$ cat src/rtl/wb_button_debounce.sv
// rtl/wb_button_debounce.sv - button synchroniser, per-bit debouncer and Wishbone event/mask registers with irq
module wb_button_debounce #(
   parameter int          NUM_BTN         = 2,
   parameter int          CNT_W           = 16,
   parameter int unsigned DEBOUNCE_CYCLES = 50000,
   parameter logic [31:0] EVENT_ADDRESS   = 32'h3000_0008,
   parameter logic [31:0] MASK_ADDRESS    = 32'h3000_000C
) (
   input  logic               clk,
   input  logic               reset,
   input  logic [NUM_BTN-1:0] buttons_raw,
   output logic [NUM_BTN-1:0] buttons_clean,
   output logic [NUM_BTN-1:0] press_pulse,
   output logic               irq,
   input  logic               i_wb_cyc,
   input  logic               i_wb_stb,
   input  logic               i_wb_we,
   input  logic [31:0]        i_wb_addr,
   input  logic [31:0]        i_wb_data,
   output logic               o_wb_ack,
   output logic               o_wb_stall,
   output logic [31:0]        o_wb_data
);

   // Counter value on which the next differing sample commits the new level.
   localparam logic [CNT_W-1:0] CNT_LAST = CNT_W'(DEBOUNCE_CYCLES - 1);

   logic [NUM_BTN-1:0] sync1;
   logic [NUM_BTN-1:0] sync2;
   logic [NUM_BTN-1:0] clean_d;
   logic [CNT_W-1:0]   cnt [NUM_BTN];

   logic [NUM_BTN-1:0] press_strobe;
   logic [NUM_BTN-1:0] release_strobe;
   logic [NUM_BTN-1:0] press_flags;
   logic [NUM_BTN-1:0] release_flags;
   logic [NUM_BTN-1:0] press_mask;
   logic [NUM_BTN-1:0] release_mask;
   logic [NUM_BTN-1:0] clr_press;
   logic [NUM_BTN-1:0] clr_release;

   logic               wb_req;
   logic               hit_event;
   logic               hit_mask;
   logic [31:0]        event_word;
   logic [31:0]        mask_word;
   logic [31:0]        rd_word;
   logic               unused_wdata;

   // Press flags sit in the low byte, release flags in the second byte; everything else reads 0.
   function automatic logic [31:0] pack_word(input logic [NUM_BTN-1:0] lo,
                                             input logic [NUM_BTN-1:0] hi);
      logic [31:0] w;
      w = '0;
      w[NUM_BTN-1:0] = lo;
      w[8 +: NUM_BTN] = hi;
      return w;
   endfunction

   // Two-flop synchroniser; resets to the released (high) level.
   always_ff @(posedge clk or posedge reset) begin
      if (reset) begin
         sync1 <= '1;
         sync2 <= '1;
      end else begin
         sync1 <= buttons_raw;
         sync2 <= sync1;
      end
   end

   // Per-bit debounce: commit a new level only after DEBOUNCE_CYCLES consecutive differing samples.
   always_ff @(posedge clk or posedge reset) begin
      if (reset) begin
         buttons_clean <= '1;
         for (int i = 0; i < NUM_BTN; i++) begin
            cnt[i] <= '0;
         end
      end else begin
         for (int i = 0; i < NUM_BTN; i++) begin
            if (sync2[i] == buttons_clean[i]) begin
               cnt[i] <= '0;
            end else if (cnt[i] == CNT_LAST) begin
               buttons_clean[i] <= sync2[i];
               cnt[i]           <= '0;
            end else begin
               cnt[i] <= cnt[i] + CNT_W'(1);
            end
         end
      end
   end

   // Delayed copy of the clean level for edge detection, and the registered press pulse.
   always_ff @(posedge clk or posedge reset) begin
      if (reset) begin
         clean_d     <= '1;
         press_pulse <= '0;
      end else begin
         clean_d     <= buttons_clean;
         press_pulse <= press_strobe;
      end
   end

   assign press_strobe   = clean_d & ~buttons_clean;
   assign release_strobe = ~clean_d & buttons_clean;

   assign wb_req     = i_wb_cyc & i_wb_stb;
   assign hit_event  = wb_req && (i_wb_addr == EVENT_ADDRESS);
   assign hit_mask   = wb_req && (i_wb_addr == MASK_ADDRESS);
   assign o_wb_stall = 1'b0;

   assign clr_press   = (hit_event && i_wb_we) ? i_wb_data[NUM_BTN-1:0] : '0;
   assign clr_release = (hit_event && i_wb_we) ? i_wb_data[8 +: NUM_BTN] : '0;

   // Data bits outside the two flag fields carry nothing for this block.
   assign unused_wdata = ^i_wb_data;

   assign event_word = pack_word(press_flags, release_flags);
   assign mask_word  = pack_word(press_mask, release_mask);

   // Read mux built from the current register state, so reads see pre-write values.
   always_comb begin
      rd_word = '0;
      if (hit_event) begin
         rd_word = event_word;
      end else if (hit_mask) begin
         rd_word = mask_word;
      end
   end

   // Sticky event flags: write-1-to-clear, with a same-cycle set overriding the clear.
   always_ff @(posedge clk or posedge reset) begin
      if (reset) begin
         press_flags   <= '0;
         release_flags <= '0;
      end else begin
         press_flags   <= (press_flags & ~clr_press) | press_strobe;
         release_flags <= (release_flags & ~clr_release) | release_strobe;
      end
   end

   // Interrupt mask register.
   always_ff @(posedge clk or posedge reset) begin
      if (reset) begin
         press_mask   <= '0;
         release_mask <= '0;
      end else if (hit_mask && i_wb_we) begin
         press_mask   <= i_wb_data[NUM_BTN-1:0];
         release_mask <= i_wb_data[8 +: NUM_BTN];
      end
   end

   // Level interrupt from the previous cycle's flag and mask state.
   always_ff @(posedge clk or posedge reset) begin
      if (reset) begin
         irq <= 1'b0;
      end else begin
         irq <= |((press_flags & press_mask) | (release_flags & release_mask));
      end
   end

   // Single-cycle Wishbone response; unmapped addresses get no ack and load zero data.
   always_ff @(posedge clk or posedge reset) begin
      if (reset) begin
         o_wb_ack  <= 1'b0;
         o_wb_data <= '0;
      end else begin
         o_wb_ack  <= hit_event | hit_mask;
         o_wb_data <= rd_word;
      end
   end

endmodule

$ cat config.mk
export PLATFORM = sky130hd
export DESIGN_NAME = wb_button_debounce
export DESIGN_NICKNAME = d
export VERILOG_FILES = /design/src/rtl/wb_button_debounce.sv
export SDC_FILE = /design/constraint.sdc
export NUM_CORES = 1
export LEC_CHECK = 0
export ABC_AREA = 1
export BUFFER_PORTS_ARGS = -buffer_cell sky130_fd_sc_hd__buf_4
export CAP_MARGIN = 5
export CELL_PAD_IN_SITES_DETAIL_PLACEMENT = 1
export CELL_PAD_IN_SITES_GLOBAL_PLACEMENT = 2
export CORE_AREA = 2 2 124 90
export CTS_CLUSTER_SIZE = 8
export DETAILED_ROUTE_END_ITERATION = 12
export DIE_AREA = 0 0 126 92
export PLACE_DENSITY_LB_ADDON = 0.3
export SLEW_MARGIN = 10
export SYNTH_ARGS = -nofsm -noshare
export SYNTH_HDL_FRONTEND = slang
export SYNTH_SLANG_ARGS = --single-unit
export TNS_END_PERCENT = 10
$ cat constraint.sdc
create_clock -name clk -period 2.95 [get_ports clk]
set_clock_uncertainty 0.2 [all_clocks]
set_input_delay 0.295 -clock clk [delete_from_list [all_inputs] [get_ports clk]]
set_output_delay 0.295 -clock clk [all_outputs]
set_load 0.03 [all_outputs]
==> results.py <==
metrics = {
    "clock_network": {
        "cts_tree": "done",
        "clk_pin_slew_worst_paths_ns": 0.07,
        "cts_made_buffers": 5,
        "cts.sinks": 56,
        "htreeDepth": 2,
        "clock_path_buffers": 2,
        "clock_tree.root_cell": "clkbuf_16",
        "insertion_delay_ns": 0.30,
        "postCtsSetupRepairBufs": 0,
    },
    "die": {
        "core_area_sq_um": 10600,
        "die-area_sq_um": 11600,
        "num_rows": 32,
        "ioPinCount": 110,
        "die_x_um": 126,
        "start_util_pct": 28.1,
        "die_y_um": 92,
    },
    "route": {
        "wirelength_um": 6730,
        "num_vias": 2388,
        "drcViolationCount": 0,
        "final_antenna_net_count": 0,
        "wl_per_cell_um": 11.9,
        "drtIter0Drc": 74,
        "post_drt_via_cell_ratio": 4.23,
        "firstDrtPassIters": 4,
    },
    "setup_path": {
        "cp.required_ns": 2.94,
        "crit_chain": "ha_1 > nand3_1 > nor3_2 > nand2_1 > nand2_2 > inv_1 > o21ai_0 > nor2_1",
        "path_max_fanout": 9,
        "cp.arrival_ns": 1.90,
        "cp-end-kind": "flop",
        "start_kind": "flop",
        "critPathMaxStageDelay_ns": 0.39,
        "crit_slowest_cell": "dfrtp_1",
        "crit_type": "flop to flop",
    },
    "pwr": {
        "vdd_ir_drop_max_mv": 0.244,
        "total_power_mw": 1.55,
        "p_int_mw": 1.15,
        "p_clk_share_pct": 39.7,
        "p_per_area_nw_per_um2": 433,
        "p_leak_nw": 1.71,
        "power_frac_seq_pct": 50.6,
        "swShare_pct": 26.0,
        "switching_power_uw": 403,
        "combPwrFrac_pct": 9.7,
    },
    "layout": {
        "areaGrowthSynthToFinish_pct": 20.7,
        "nNetsFinal": 501,
        "diodes": 0,
        "post-route-util_pct": 33.9,
        "drive_gt1_share_pct": 20.5,
        "fillers": 1322,
    },
    "synth": {
        "yosys_warnings": 0,
        "yosysTopAreaCellShare_pct": 40.5,
        "ys_async_sr_fraction_pct": 100,
        "synth_area_per_cell_sq_um": 8.04,
        "ys_seq_area_share_pct": 47.6,
        "yosys-top-cells-area": "dfrtp_1 (40%), nand2_1 (8.7%), nor2_1 (7.8%)",
        "syn-instance-count": 369,
        "synth_most_common_cell": "nand2_1",
        "synthFlopType": "dfrtp_1",
        "yosys-top-cells-count": "nand2_1 (69), nor2_1 (62), dfrtp_1 (48)",
        "synth-seq-cells": 56,
        "synth_edf_count": 0,
        "yosys.area.top_type": "dfrtp_1",
        "synthesis.area_sq_um": 2970,
        "yosysUniqueCellTypes": 31,
    },
    "outcome": {
        "run_status": "finished, violations left",
        "violations": "hold timing",
    },
    "sta": {
        "max_freq_mhz": 523,
        "timing.final.max_slew_violations": 0,
        "setup_ws_ns": 1.04,
        "relSlewSlack_pct": 51.3,
        "fin_crit_sh_pct": 64.8,
        "tns_ns": 0,
        "hold_viol_final": 7,
        "setup_violations": 0,
        "worstMarginPinSlew_ns": 0.731,
        "whs_ns": -0.00471,
        "min_period_ns": 1.91,
        "rsz0062_at_grt": "no",
    },
    "hold_path": {
        "hp-class": "input pin to asynchronous set/reset pin",
    },
    "grt": {
        "antenna_found_initial": 0,
        "grt_pass1_vias": 2342,
        "gr-total-overflow": 0,
        "grt_pass1_wl_um": 11300,
        "grt_max_degree": 57,
        "grtUsageTotal_pct": 12.2,
    },
    "placement": {
        "numPortBuffers": 52,
        "gp_congestion": 0.772,
        "pre_cts_ws_ns": 1.03,
        "dp_hpwl_um": 5090,
    },
    "run": {
        "cap_violations": 0,
    },
}
[what timing repair did]
action                    in CTS  in global routing
hold endpoints to repair       2                  0
hold buffers                   2                  0
resized for setup              0                  0
[layer usage]
layer / part of all wire [%] / wire (um) / track usage, % / up-vias
li1: - / - / - / 1218
met1: 51 / 3460 / 17.1 / 1116
met2: 43 / 2900 / 18.8 / 47
met3: 4.4 / 294 / 2.92 / 7
met4: 1.2 / 80 / 3.85 / 0
met5: 0 / 0 / 0 / -
[flip-flops by register name (all words and copies together) (netlist names)]
register	count
buttons_clean	2
release_flags	2
cnt	32
sync1	2
press_pulse	2
sync2	2
press_mask	2
o_wb_ack	1
release_mask	2
irq	1
clean_d	2
o_wb_data	4
press_flags	2
[power groups by stage]
stage	Clock, mW	Combinational, mW	Sequential, mW
final	0.616	0.150	0.785
after detailed placement	0	0.150	0.800
after floorplan	0	0.119	0.798
after global placement	0	0.148	0.799
after CTS	0.650	0.153	0.785
after global routing	0.666	0.165	0.786
[critical path, delay by kind of cell (launching register included)]
kind / cells / cell delay, ns
adder cells (fa/ha/maj): 1 / 0.20
AND/OR/NAND/NOR: 5 / 0.79
buffers and inverters: 1 / 0.13
AO/OA/AOI/OAI: 1 / 0.10
flip-flops: 1 / 0.39
[cells in the final DEF, fill, tap and decap left out, types with 2 or more instances in the layout]
cell and n:
nand2_1 69, nor2_1 62, buf_4 53, dfrtp_1 48
inv_1 42, conb_1 29, nand3_1 24, a21oi_1 13
o21ai_0 13, xor2_1 10, nand4_1 9, nor3_1 8
dfstp_2 8, inv_2 6, clkbuf_16 5, nand2_2 4
and3_1 3, nor3_2 2, nor3_4 2, nor2_4 2
o21ai_1 2, ha_1 2, dlygate4sd3_1 2
[layout make-up]
class	instances	area, sq um	area share (%)
clock buffers	5	125	3.49
clock inverters	3	22.5	0.629
inverters	48	180	5.03
multi-input cells	262	1250	35.0
flip-flops and latches	56	1410	39.4
well taps	136	170	4.75
repair buffers	55	418	11.7
[stage by stage]
step	area [sq um]	instances	hold slack (ns)
finish	3580	565	-0.00471
global route	3580	565	0.0703
CTS	3580	565	0.0331
detailed placement	3410	555	0.148
global placement	3410	555	0.146
floorplan	3070	397	0.0995
[path summary, 6_finish.rpt]
kind / startpoint / endpoint / slack (ns) / cells past startpoint
max: cnt[0] / cnt[9] / 1.04 / 8
min: reset / cnt[1] / -0.005 / 3
max reg2reg: cnt[0] / cnt[9] / 1.04 / 8
min reg2reg: sync1[1] / sync2[1] / 0.16 / 0
max in group asynchronous: reset / o_wb_ack / 2.07 / 3
min in group clk: i_wb_data[1] / press_mask[1] / 0.06 / 3
[cells by family (layout without fill, tap and decap cells)]
group                      count (synthesis)  after routing  synth area share (%)
muxes                                      1              1                 0.380
AOI/OAI and AO/OA                         29             29                  4.98
xor gates and xnor gates                  11             11                  3.25
and+or+nand+nor                          190            190                  29.1
adders and majority gates                  2              2                 0.843
buffers and inverters                     79            111                  13.7
DFF                                       56             56                  47.6
other                                      1             29                 0.126
Note: power is estimated with default switching activity, not from simulation.
